<file path="config.mk">
export PLATFORM = sky130hd
export DESIGN_NAME = deck_shuffler
export DESIGN_NICKNAME = d
export VERILOG_FILES = /design/src/rtl/deck_shuffler.sv
export SDC_FILE = /design/constraint.sdc
export NUM_CORES = 1
export LEC_CHECK = 0
export ABC_AREA = 1
export CELL_PAD_IN_SITES_DETAIL_PLACEMENT = 0
export CELL_PAD_IN_SITES_GLOBAL_PLACEMENT = 1
export CORE_UTILIZATION = 34
export CTS_BUF_LIST = sky130_fd_sc_hd__clkbuf_4 sky130_fd_sc_hd__clkbuf_8 sky130_fd_sc_hd__clkbuf_16
export CTS_CLUSTER_SIZE = 40
export DETAILED_ROUTE_END_ITERATION = 7
export GPL_ROUTABILITY_DRIVEN = 0
export HOLD_SLACK_MARGIN = 0.08
export PLACE_DENSITY = 0.94
export REMOVE_ABC_BUFFERS = 1
export SLEW_MARGIN = 20
export SYNTH_ARGS = -nofsm -noshare
export SYNTH_HDL_FRONTEND = slang
export SYNTH_SLANG_ARGS = --single-unit
export TNS_END_PERCENT = 100
</file>
<file path="constraint.sdc">
create_clock -name clk -period 5.9 [get_ports clk]
set_input_delay 0.59 -clock clk [delete_from_list [all_inputs] [get_ports clk]]
set_output_delay 0.59 -clock clk [all_outputs]
set_load 0.02 [all_outputs]
</file>
<file path="src/rtl/deck_shuffler.sv">
// Deck shuffler: fills an external dual-read RAM with cards 0..DECK_SIZE-1 and
// then permutes them in place with a Fisher-Yates walk driven by a 16-bit
// Galois LFSR. The RAM registers its reads, so every swap costs three cycles:
// one to read both slots and two to write them back crossed over.
module deck_shuffler #(
    parameter int DATA_WIDTH    = 32,
    parameter int ADDRESS_WIDTH = 12,
    parameter int BASE_ADDR     = 0,
    parameter int DECK_SIZE     = 52
) (
    input  logic                     clk,
    input  logic                     reset_n,
    input  logic                     start,
    input  logic                     seed_load,
    input  logic [15:0]              seed,
    output logic                     busy,
    output logic                     done,
    output logic                     ram_wEn,
    output logic [ADDRESS_WIDTH-1:0] ram_addr,
    output logic [ADDRESS_WIDTH-1:0] ram_addr2,
    output logic [DATA_WIDTH-1:0]    ram_dataIn,
    input  logic [DATA_WIDTH-1:0]    ram_dataOut,
    input  logic [DATA_WIDTH-1:0]    ram_dataOut2
);

    // Seven bits hold any card index up to 63 and also i+1 up to 64.
    localparam int CW = 7;

    localparam logic [15:0]              LFSR_RESET = 16'hACE1;
    localparam logic [15:0]              LFSR_TAPS  = 16'hB400;
    localparam logic [ADDRESS_WIDTH-1:0] BASE       = ADDRESS_WIDTH'(BASE_ADDR);
    localparam logic [CW-1:0]            LAST_CARD  = CW'(DECK_SIZE - 1);

    typedef enum logic [2:0] {
        IDLE,
        INIT,
        READ,
        WR1,
        WR2,
        DONE
    } state_e;

    state_e                   state_q, state_d;
    logic [15:0]              lfsr_q, lfsr_d;
    logic [15:0]              lfsrNext;
    logic [CW-1:0]            k_q, k_d;
    logic [CW-1:0]            i_q, i_d;
    logic [CW-1:0]            j_q, j_d;
    logic [15:0]              jProduct;
    logic [CW-1:0]            jCalc;
    logic [ADDRESS_WIDTH-1:0] jAddr;

    // One Galois step: shift right and fold the taps back in when bit 0 falls out.
    assign lfsrNext = {1'b0, lfsr_q[15:1]} ^ (lfsr_q[0] ? LFSR_TAPS : 16'h0000);

    // Scaling an 8-bit random value by (i+1) and keeping the top bits yields j in 0..i
    // without a divider; the product never exceeds 255*64, so 16 bits suffice.
    assign jProduct = {8'h00, lfsr_q[7:0]} * {9'h000, i_q + 7'd1};
    assign jCalc    = CW'(jProduct >> 8);
    assign jAddr    = BASE + ADDRESS_WIDTH'(jCalc);

    // The second read port only matters while both swap partners are fetched.
    assign ram_addr2 = (state_q == READ) ? jAddr : ram_addr;

    // State, LFSR and card indices; reset returns to a quiet IDLE with the default seed.
    always_ff @(posedge clk or negedge reset_n) begin
        if (!reset_n) begin
            state_q <= IDLE;
            lfsr_q  <= LFSR_RESET;
            k_q     <= '0;
            i_q     <= '0;
            j_q     <= '0;
        end else begin
            state_q <= state_d;
            lfsr_q  <= lfsr_d;
            k_q     <= k_d;
            i_q     <= i_d;
            j_q     <= j_d;
        end
    end

    // Next-state and RAM-port decode; the LFSR free-runs unless a seed is taken in IDLE.
    always_comb begin
        state_d    = state_q;
        lfsr_d     = lfsrNext;
        k_d        = k_q;
        i_d        = i_q;
        j_d        = j_q;
        busy       = 1'b0;
        done       = 1'b0;
        ram_wEn    = 1'b0;
        ram_addr   = BASE;
        ram_dataIn = '0;

        case (state_q)
            IDLE: begin
                if (seed_load) begin
                    lfsr_d = (seed == 16'h0000) ? LFSR_RESET : seed;
                end
                if (start) begin
                    state_d = INIT;
                    k_d     = '0;
                end
            end

            INIT: begin
                busy       = 1'b1;
                ram_wEn    = 1'b1;
                ram_addr   = BASE + ADDRESS_WIDTH'(k_q);
                ram_dataIn = DATA_WIDTH'(k_q);
                if (k_q == LAST_CARD) begin
                    state_d = READ;
                    i_d     = LAST_CARD;
                end else begin
                    k_d = k_q + 7'd1;
                end
            end

            READ: begin
                busy     = 1'b1;
                ram_addr = BASE + ADDRESS_WIDTH'(i_q);
                j_d      = jCalc;
                state_d  = WR1;
            end

            WR1: begin
                busy       = 1'b1;
                ram_wEn    = 1'b1;
                ram_addr   = BASE + ADDRESS_WIDTH'(i_q);
                ram_dataIn = ram_dataOut2;
                state_d    = WR2;
            end

            WR2: begin
                // Port-1 output still holds slot i from READ because the RAM froze its
                // read registers during the WR1 write.
                busy       = 1'b1;
                ram_wEn    = 1'b1;
                ram_addr   = BASE + ADDRESS_WIDTH'(j_q);
                ram_dataIn = ram_dataOut;
                if (i_q == 7'd1) begin
                    state_d = DONE;
                end else begin
                    i_d     = i_q - 7'd1;
                    state_d = READ;
                end
            end

            DONE: begin
                done    = 1'b1;
                state_d = IDLE;
            end

            default: begin
                state_d = IDLE;
            end
        endcase
    end

endmodule

</file>
==> results.toml, run 1 <==
[sta]
setup_slack_ns = 0.260
final.setup_skew_ns = 0.00905
post-route-period-util_pct = 95.6
final_max_slew_viol_count = 0
hold_viol_final = 0
max_clock_freq_mhz = 177
worstMarginPinSlew_ns = 0.915
relSlewSlack_pct = 39.0
finalSetupViolCount = 0
fin_crit_ns = 5.64

[yosys]
syn_inst = 605
synth_area_leaders = "dfrtp_1, fa_1, nand2_1, ha_1, inv_1"
synth-simple-area-share_pct = 27.9
synth_area_um2 = 4540
yosys.area.top_type = "dfrtp_1"
synth_top_family_by_area = "simple AND/OR/NAND/NOR gates"
synth_xor_area_share_pct = 2.51
synth_cell_type_count = 46
synth-seq-area-share_pct = 22.3
synth_mux_area_share_pct = 0
yosysTopAreaCellShare_pct = 17.6
synth-compound-area-share_pct = 13.9
async_flop_share_pct = 100
synth_area_per_cell_um2 = 7.51
yosysWarnings = 0
dominantRegCellSynth = "dfrtp_1"
ys_ff_latch = 40
synthAdderAreaFrac_pct = 22.0
synth_edf_count = 0

[detailed_routing]
antenna_left = 0
drt-total-wl_mm = 13.5
via_count = 4505
wl_per_cell_um = 14.8
via_per_inst = 4.95
drtIter0Drc = 272
dr.pass1.iters = 5
drc = 0

[worst_setup_path]
required_ns = 5.31
worst_setup_path_end_kind = "output port"
r2r_cells = 23
path_cells = "ha_2 -> nand3_1 -> nor2_2 -> inv_1 -> o21ai_0 -> nand2_1 -> buf_4 -> nor2_1 -> fa_1 -> fa_1 -> fa_1 -> fa_1 -> ha_1 -> nand2_1 -> nor2_2 -> inv_1 -> nor3_1 -> nand2_1 -> nand3_1 -> nand3_1 -> nand2_1 -> buf_2"
reg2reg_from = "i_q[1]"
cpMaxStageDelayCell = "fa_1"
cp-startpoint = "i_q[1]"
worstPathMaxFanout = 4
start_kind = "register"
worstReg2RegEnd = "j_q[4]"
critPathCapture = "ram_addr2[5]"
critPathMaxStageDelay_ns = 0.53
worst-r2r-setup-slack_ns = 1.22
path_class = "reg2out"
crit_arrival_ns = 5.05

[grt]
grt_max_degree = 44
grt_pass1_wl_mm = 21.6
grtUsageTotal_pct = 19.5
antenna_found_initial = 0
overflow = 0
grt_pass1_vias = 4291

[die]
core_area_um2 = 12800
initial_core_util_pct = 35.4
std_cell_rows = 41
ios = 143
die_w_um = 118
dieArea_um2 = 13800
die_y_um = 118

[placement]
io_buffers = 132
dp_slack_ns = 0.0271
dpl.hpwl_mm = 10.8

[layout]
finalNetCount = 885
drive_gt1_share_pct = 11.0
area_growth_pct = 36.4
n_antenna_cell = 0
fillerInstances = 1294

[outcome]
status = "finished clean"

[cts]
cts_tree = "done"
clkSinkCount = 40
cts_buffers = 5
cts_hold_buf = 0
h-tree-depth = 2
clk_pin_slew_ns = 0.06
cts_root_buffer = "clkbuf_16"
clk_path_buf_depth = 2
insertion_delay_ns = 0.29

[job]
drv_cap = 0

[hold_path]
hold_path_class = "in2async"
## metrics by stage
stage               util, %  cell area (um^2)  setup TNS, ns  hold slack (ns)  cells
floorplan                 -              4400              0            0.294    586
global placement       46.9              6020              0            0.447    902
detailed placement     46.9              6020              0            0.454    902
CTS                    48.1              6170              0            0.470    910
global route           48.3              6190       -0.00967            0.503    911
finish                 48.3              6190              0            0.425    911
## cells by family (layout without fill, tap and decap cells)
kind of cell,Yosys count,count (layout)
buffers and inverters,117,242
DFF,40,40
xor gates and xnor gates,13,13
other,1,10
AOI/OAI and AO/OA,87,87
and+or+nand+nor,284,284
adders and majority gates,63,63
## cell usage after synthesis, types with 8 or more instances
cell	instances
a21oi_1	13
a32o_1	25
buf_2	8
buf_4	11
dfrtp_1	32
dfstp_2	8
fa_1	28
ha_1	35
inv_1	78
inv_2	11
nand2_1	148
nand3_1	39
nor2_1	63
o21ai_0	18
xor2_1	9
## routing by layer
| layer | share of wire [%] | wire length (um) | global-route usage, % |
|---|---|---|---|
| met5 | 0 | 0 | 0 |
| met4 | 0.86 | 116 | 3.13 |
| met3 | 5.2 | 698 | 3.20 |
| met2 | 50 | 6790 | 36.4 |
| met1 | 44 | 5900 | 23.8 |
## layout by cell type, fill, tap and decap left out, types with 2 or more instances in the layout
master           Yosys  routed
o211ai_1             6       6
clkinvlp_4           0       2
nand4_1              7       7
o21ai_1              7       8
nor2_2               2       5
xor2_1               9       9
nand2_1            148     147
dfrtp_1             32      32
clkdlybuf4s50_1      0     124
dfstp_2              8       8
a32o_1              25      25
buf_4               11      14
inv_1               78      77
buf_2                8       2
nor2_4               2       2
ha_4                 0       2
inv_2               11      12
a2bb2oi_1            2       2
a21oi_1             13      10
o21ai_0             18      17
nand3_1             39      39
nor4_1               3       3
ha_1                35      32
nor2_8               2       2
clkbuf_16            0       5
a22oi_1              7       7
o21a_1               2       2
conb_1               1      10
fa_1                28      28
nand2_4              3       3
nor2_1              63      60
clkbuf_2             0       5
or2_2                3       3
a21oi_2              0       3
nand2_2              4       5
xnor2_1              4       4
nor3_2               2       2
nor3_1               2       2
## repair_timing
action / in CTS / in global routing
setup endpoints to repair: 7 / 7
pin swaps: 0 / 5
setup buffers: 0 / 1
resized for setup: 10 / 27
cloned: 0 / 0
## how the worst min path moves through the flow
stage                   start         to  depth (start not counted)
floorplan             reset_n     i_q[0]                          0
detailed placement  lfsr_q[9]  lfsr_q[8]                          2
global placement    lfsr_q[9]  lfsr_q[8]                          2
CTS                 lfsr_q[9]  lfsr_q[8]                          2
global route        lfsr_q[9]  lfsr_q[8]                          2
finish                reset_n     k_q[6]                          1
## sequential cells by signal, summed over array words and instances (netlist names)
name     flops
i_q          7
k_q          7
lfsr_q      16
state_q      3
j_q          7
## critical path: cells and delay by family, from the launching register on
family                     cells  cell delay [ns]
and+or+nand+nor               11             1.28
buffers and inverters          4             0.45
adders and majority gates      6             2.51
AOI/OAI and AO/OA              1             0.14
DFF                            1             0.40
## final cells by class
cell class / instances / area [um^2] / area share, %
multi-input cells: 457 / 3100 / 50.0
repair buffers: 145 / 1380 / 22.3
flip-flops and latches: 40 / 1010 / 16.3
inverters: 89 / 334 / 5.39
well taps: 172 / 215 / 3.47
clock buffers: 6 / 139 / 2.24
clock inverters: 2 / 15.0 / 0.242
Power of run 1 is not shown: default switching activity piles up to over one toggle a cycle in this logic, so the estimate is an artifact.
==> inputs of run 2 (changes only) <==
--- a/config.mk
+++ b/config.mk
@@ -14,8 +14,10 @@
 export DETAILED_ROUTE_END_ITERATION = 7
 export GPL_ROUTABILITY_DRIVEN = 0
 export HOLD_SLACK_MARGIN = 0.08
+export MAX_ROUTING_LAYER = met4
 export PLACE_DENSITY = 0.94
 export REMOVE_ABC_BUFFERS = 1
+export SETUP_SLACK_MARGIN = 0.02
 export SLEW_MARGIN = 20
 export SYNTH_ARGS = -nofsm -noshare
 export SYNTH_HDL_FRONTEND = slang
==> results.toml, run 2 (synthesis gave the netlist of run 1 again) <==
[layout]
layout_commonest_cell = "nand2_1"
fin_cells = 911
area_growth_pct = 36.4
top_register = "lfsr_q"
drive_gt1_share_pct = 10.8
finalNetCount = 885
n_antenna_cell = 0
design_area_um2 = 6190
final_util_pct = 48.3
final_cell_mix = "nand2_1, clkdlybuf4s50_1, inv_1"
largest_reg_flops = 16

[sta]
worstMarginPinSlew_ns = 0.916
max_clock_freq_mhz = 177
final.setup_skew_ns = 0.0101
hold_viol_final = 0
final_max_slew_viol_count = 0
setup_slack_ns = 0.239
post-route-period-util_pct = 96.0
relSlewSlack_pct = 39.0
fin_crit_ns = 5.66
finalSetupViolCount = 0

[detailed_routing]
drc = 0
drt-total-wl_mm = 13.5
antenna_left = 0
wl_per_cell_um = 14.8
via_per_inst = 4.92
dr.pass1.iters = 5
via_count = 4484
drtIter0Drc = 246

[die]
core_area_um2 = 12800
dieArea_um2 = 13800
die_w_um = 118
die_y_um = 118
ios = 143
std_cell_rows = 41
initial_core_util_pct = 35.4

[cts]
clk_pin_slew_ns = 0.06
insertion_delay_ns = 0.29
clkSinkCount = 40
cts_buffers = 5
cts_tree = "done"
clk_path_buf_depth = 2
h-tree-depth = 2
cts_root_buffer = "clkbuf_16"

[worst_setup_path]
critPathMaxStageDelay_ns = 0.55
crit_arrival_ns = 5.07
worstPathMaxFanout = 4
worstReg2RegEnd = "j_q[5]"
required_ns = 5.31
critPathCapture = "ram_addr2[5]"
worst_setup_path_end_kind = "output port"
path_depth = 25
reg2reg_from = "i_q[1]"
cp_top_family = "adder cells"
r2r_cells = 25
cp-startpoint = "i_q[1]"
critPathBufInv = 7
path_class = "reg2out"
start_kind = "register"
cpMaxStageDelayCell = "fa_1"
worst-r2r-setup-slack_ns = 1.20

[grt]
antenna_found_initial = 0
grt_pass1_wl_mm = 21.6
grt_max_degree = 44
grtUsageTotal_pct = 20.1
grt_pass1_vias = 4288
overflow = 0

[placement]
placed_area_um2 = 6020
io_buffers = 132
dpl.hpwl_mm = 10.8
dp_slack_ns = 0.0271
dp.cells = 902

[outcome]
status = "finished clean"

[job]
drv_cap = 0

[hold_path]
hold_path_class = "in2async"
==> run 2: cell count changes in the layout (fill, tap and decap cells not counted) <==
cell      change
clkbuf_2      -2
buf_2         +1
clkbuf_4      +1
nand2_1       +1
nand2_2       -1
o21ai_0       -1
o21ai_1       +1
==> run 2: cell type report <==
type,instances,area [um^2]
clock buffers,6,139
well taps,172,215
flip-flops and latches,40,1010
fillers,1293,6630
inverters,89,334
multi-input cells,457,3100
repair buffers,145,1380
clock inverters,2,15.0
==> run 2: per-stage QoR <==
step | hold slack [ns] | TNS, ns
after floorplan | 0.294 | 0
after global placement | 0.447 | 0
after detailed placement | 0.454 | 0
after CTS | 0.470 | 0
after global routing | 0.503 | -0.00618
final | 0.426 | 0
==> run 2: worst min-delay path by stage <==
| stage | startpoint | endpoint | cells after the start |
|---|---|---|---|
| after floorplan | reset_n | i_q[0] | 0 |
| after global placement | lfsr_q[9] | lfsr_q[8] | 2 |
| after detailed placement | lfsr_q[9] | lfsr_q[8] | 2 |
| after CTS | lfsr_q[9] | lfsr_q[8] | 2 |
| after global routing | lfsr_q[9] | lfsr_q[8] | 2 |
| final | reset_n | k_q[6] | 1 |
==> run 2: timing repair <==
| item | 4_1_cts | 5_1_grt |
|---|---|---|
| pin swaps | 0 | 3 |
| setup endpoints to repair | 7 | 7 |
| resized for setup | 11 | 29 |
| buffers inserted | 0 | 1 |
| hold buffers | 0 | 0 |
==> run 2: routing by layer <==
metal | GRT usage [%] | wire (um)
met5 | - | 0
met4 | 3.13 | 131
met3 | 3.20 | 679
met2 | 36.4 | 6730
met1 | 23.8 | 5950
Power of run 2 is left out for the same reason.
